[src/rtl/serial_adder_n.sv]
// Bit-serial adder/subtractor: one full-adder slice plus a registered carry,
// processing LSB first, WIDTH clocks per operation.
module serial_adder_n #(
  parameter int WIDTH = 8
) (
  input  logic             clk,
  input  logic             rst,
  input  logic             i_start,
  input  logic             i_sub,
  input  logic [WIDTH-1:0] i_a,
  input  logic [WIDTH-1:0] i_b,
  input  logic             i_cin,
  output logic             o_busy,
  output logic             o_done,
  output logic [WIDTH-1:0] o_sum,
  output logic             o_cout,
  output logic             o_ovf
);

  localparam int CW = (WIDTH > 1) ? $clog2(WIDTH) : 1;
  localparam logic [CW-1:0] LAST = CW'(WIDTH - 1);

  typedef enum logic [1:0] {
    S_IDLE,
    S_RUN,
    S_DONE
  } state_t;

  state_t r_state;
  state_t w_state_next;

  logic [WIDTH-1:0] r_opa;
  logic [WIDTH-1:0] r_opb;
  logic [WIDTH-1:0] r_sum;
  logic [CW-1:0]    r_count;
  logic             r_carry;
  logic             r_cout;
  logic             r_ovf;

  logic w_accept;
  logic w_step;
  logic w_last;
  logic w_s;
  logic w_c;

  // Single full-adder slice on the current LSBs.
  assign w_s = r_opa[0] ^ r_opb[0] ^ r_carry;
  assign w_c = (r_opa[0] & r_opb[0]) | (r_opa[0] & r_carry) | (r_opb[0] & r_carry);

  assign w_last = (r_count == LAST);

  always_ff @(posedge clk or posedge rst) begin
    if (rst) begin
      r_state <= S_IDLE;
    end else begin
      r_state <= w_state_next;
    end
  end

  always_comb begin
    w_state_next = r_state;
    w_accept     = 1'b0;
    w_step       = 1'b0;
    case (r_state)
      S_IDLE: begin
        if (i_start) begin
          w_accept     = 1'b1;
          w_state_next = S_RUN;
        end
      end
      S_RUN: begin
        w_step = 1'b1;
        if (w_last) begin
          w_state_next = S_DONE;
        end
      end
      S_DONE: begin
        if (i_start) begin
          w_accept     = 1'b1;
          w_state_next = S_RUN;
        end else begin
          w_state_next = S_IDLE;
        end
      end
      default: begin
        w_state_next = S_IDLE;
      end
    endcase
  end

  // Subtraction is a + ~b + 1, so the inversion and forced carry are applied at load.
  always_ff @(posedge clk or posedge rst) begin
    if (rst) begin
      r_opa   <= '0;
      r_opb   <= '0;
      r_sum   <= '0;
      r_count <= '0;
      r_carry <= 1'b0;
      r_cout  <= 1'b0;
      r_ovf   <= 1'b0;
    end else if (w_accept) begin
      r_opa   <= i_a;
      r_opb   <= i_sub ? ~i_b : i_b;
      r_carry <= i_sub ? 1'b1 : i_cin;
      r_count <= '0;
      r_sum   <= '0;
      r_cout  <= 1'b0;
      r_ovf   <= 1'b0;
    end else if (w_step) begin
      r_opa   <= {1'b0, r_opa[WIDTH-1:1]};
      r_opb   <= {1'b0, r_opb[WIDTH-1:1]};
      r_sum   <= {w_s, r_sum[WIDTH-1:1]};
      r_carry <= w_c;
      r_count <= r_count + CW'(1);
      if (w_last) begin
        // r_carry here is the carry into the MSB.
        r_cout <= w_c;
        r_ovf  <= r_carry ^ w_c;
      end
    end
  end

  assign o_busy = (r_state == S_RUN);
  assign o_done = (r_state == S_DONE);
  assign o_sum  = r_sum;
  assign o_cout = r_cout;
  assign o_ovf  = r_ovf;

endmodule

[config.mk]
export PLATFORM = sky130hd
export DESIGN_NAME = serial_adder_n
export DESIGN_NICKNAME = d
export VERILOG_FILES = /design/src/rtl/serial_adder_n.sv
export SDC_FILE = /design/constraint.sdc
export NUM_CORES = 1
export LEC_CHECK = 0
export CAP_MARGIN = 0
export CORE_MARGIN = 2
export CORE_UTILIZATION = 49
export CTS_CLUSTER_DIAMETER = 150
export DETAILED_ROUTE_END_ITERATION = 8
export GPL_TIMING_DRIVEN = 0
export PLACE_DENSITY_LB_ADDON = 0.3
export SLEW_MARGIN = 40
export SYNTH_ARGS = -nofsm -noshare
export SYNTH_HDL_FRONTEND = slang
export SYNTH_SLANG_ARGS = --single-unit
[constraint.sdc]
create_clock -name clk -period 1.6 [get_ports clk]
set_input_delay 0.24 -clock clk [delete_from_list [all_inputs] [get_ports clk]]
set_output_delay 0.24 -clock clk [all_outputs]
set_load 0.01 [all_outputs]
==> summary.txt <==
Yosys
  • Share of the synthesized area in the top cell type: 0.532
  • Top cells by area in the synthesized netlist: dfrtp_1 (53%), a22o_1 (11%), mux2i_1 (4.7%), xor2_1 (4.7%), a21o_1 (3.5%)
  • Biggest area consumer among synthesized cells: dfrtp_1
  • Yosys warnings: 0
  • Flops & latches, synth: 32
  • EDFF count, synth: 0
  • Synthesized area per cell: 12.6 µm²
  • Synth cell types: 29
  • Cells after synthesis: 119
  • Synth cell count leaders: dfrtp_1 (32), a22o_1 (19), nand2_1 (8), xor2_1 (8)
  • Ys flop type: dfrtp_1
  • FFs w/ async S/R, synth: 1.00
  • Most frequent cell after synthesis: dfrtp_1
  • Seq/Total Area, Yosys: 0.532
  • Syn_nets: 143
  • Post-synthesis cell area: 1500 µm²

Timing
  • Final min period: 1.52 ns
  • Setup TNS: 0 ns
  • Final Slew Violations: 0
  • Final setup vio count: 0
  • Worst slew pin tran: 0.640 ns
  • Fin Clk Skew: 0.00637 ns
  • Slew headroom: 0.573
  • Tcrit/Tclk final: 0.951
  • Hold Vio Cnt, Final: 0
  • Hold Slack: 0.312 ns
  • RSZ-0062 raised after global routing: no
  • Max Clk Rate: 657 MHz

Placed design
  • Buffers on Ports: 31
  • DP Area: 1860 µm²
  • Placed Instances: 183
  • DP HPWL: 1890 µm
  • Gpl congestion: 0.753

Global route
  • Largest net degree at the start of global routing: 33
  • Met2 Usage GRT: 0.305
  • GR Layer Usage met3: 0.0524
  • Vias in the first global route: 1058
  • GRT Resource Usage Total: 0.183
  • Top Usage Layer GRT: met2
  • Met1 Use GR: 0.220
  • Initial antenna violation count: 0
  • First-pass GRT wire length: 4710 µm
  • Total grt overflow: 0

Route
  • Final WL: 2600 µm
  • Vias per Instance: 5.36
  • Vias: 1034
  • Routed Antenna Nets: 0
  • Drt pass-1 iters: 4
  • DRC: 0
  • First DRT Iteration DRCs: 46
  • Routed wire per std cell: 13.5 µm

Setup path
  • Worst Path Max Fanout: 11
  • Critical R2R Launch: r_state[1]
  • CP Launch Type: flop
  • WP data required: 1.36 ns
  • Crit-path max cell delay: 0.40 ns
  • Crit path DAT: 1.28 ns
  • Crit-path cells: and2b_4 > buf_8 > buf_6
  • R2R Path End: r_opb[6]
  • CP endpoint kind: output port
  • Worst r2r path cells: 5
  • Bufs and invs on worst path: 2
  • Critical Setup Path Class: reg2out
  • Reg2Reg Setup Slack: 0.18 ns
  • CP max stage cell: dfrtp_1
  • Top cell family by delay on the critical path: flip-flops

Run status
  • Status: completed

Cells and area
  • Area of the multi-input gates: 594 µm²
  • ANT cells: 0
  • Sequential cell area: 801 µm²
  • Utilization after layout: 0.645
  • Fill cells: 237
  • Fraction of layout cells with a size suffix above 1: 0.169
  • Area Growth Syn to Fin: 27.6%
  • Nets@finish: 183
  • Fin area: 1920 µm²
  • Finished Layout Cells: 193

Pwr
  • P per Cell Area: 1860 nW/µm²
  • Worst vdd ir: 802 µV
  • P_leak: 0.947 nW

Floorplanning
  • I/O pin cnt: 33
  • Die width: 59.4 µm
  • Initial core utilization: 0.505
  • Die height: 59.4 µm
  • Placeable Area: 2980 µm²
  • Cell Rows: 20
  • Die ar.: 3530 µm²

Job
  • Max Cap Viol: 0

CTS
  • Cts-stage hold buffer count: 0
  • Clk_lat worst skew: 0.33 ns
  • Clock-pin slew on the worst setup and hold paths: 0.10 ns
  • CTS tree: built
  • CTS sink count: 32
  • H-tree Lvls: 2
  • CTS max path bufs: 2
  • Root buffer cell: clkbuf_4
  • Total CTS buffers: 5

Worst hold path
  • Min-delay worst type: in2async
registers in the layout, summed over array words and instances, names as in the netlist:
register	count
r_carry	1
o_ovf	1
o_cout	1
o_sum	8
r_opa	8
r_opb	8
r_count	3
r_state	2
routing by layer:
layer | routed length, µm | share of wire
met3 | 124 | 0.048
met2 | 1230 | 0.47
met4 | 57 | 0.022
met1 | 1190 | 0.46
met5 | 0 | 0
what timing repair did:
item | in CTS | in global routing
buffers inserted | 2 | 1
endpoints found under the setup margin | 2 | 1
gates resized for setup | 6 | 0
final cells by class:
type	instances	area share
inverters	3	0.00587
multi-input cells	75	0.310
repair buffers	34	0.173
plain buffers	8	0.0404
clock inverters	2	0.00522
clock buffers	6	0.0267
flip-flops and latches	32	0.417
well taps	33	0.0215
kinds of logic after synthesis:
family | synth area share
buffers and inverters | 0.0724
AOI/OAI and AO/OA | 0.188
DFF | 0.532
adders and majority gates | 0.0299
and+or+nand+nor | 0.0682
muxes | 0.0566
xor gates and xnor gates | 0.0524
report_power, final:
part	internal [mW]	total, mW	switching, mW
clock network	0.209	0.484	0.275
logic	0.993	1.71	0.716
registers	1.16	1.38	0.220
total	2.37	3.58	1.21
worst max path at each step:
stage	startpoint	depth (start not counted)	slack [ns]	endpoint
finish	r_state[1]	3	0.08	o_busy
global route	r_state[1]	3	0.02	o_busy
CTS	r_state[1]	4	-0.01	o_busy
detailed placement	r_state[1]	4	-0.12	o_busy
global placement	r_state[1]	4	-0.1	o_busy
floorplan	r_opa[0]	2	0.30	r_carry
metrics by stage:
step                setup slack (ns)  power, mW
floorplan                      0.305       2.62
CTS                          -0.0139       3.66
global placement             -0.0956       3.08
global route                  0.0223       3.86
finish                        0.0785       3.58
detailed placement            -0.115       3.13
cell usage in the layout (no fill, tap or decap), types with 3 or more instances in the layout:
master / count
o21ai_1: 6
xor2_1: 8
clkbuf_4: 5
mux2i_1: 7
dfrtp_1: 32
buf_6: 5
a21o_1: 7
buf_4: 4
a22o_1: 19
clkdlybuf4s50_1: 29
o21ai_0: 3
nand2_1: 8
(Power assumes the default switching activity.)
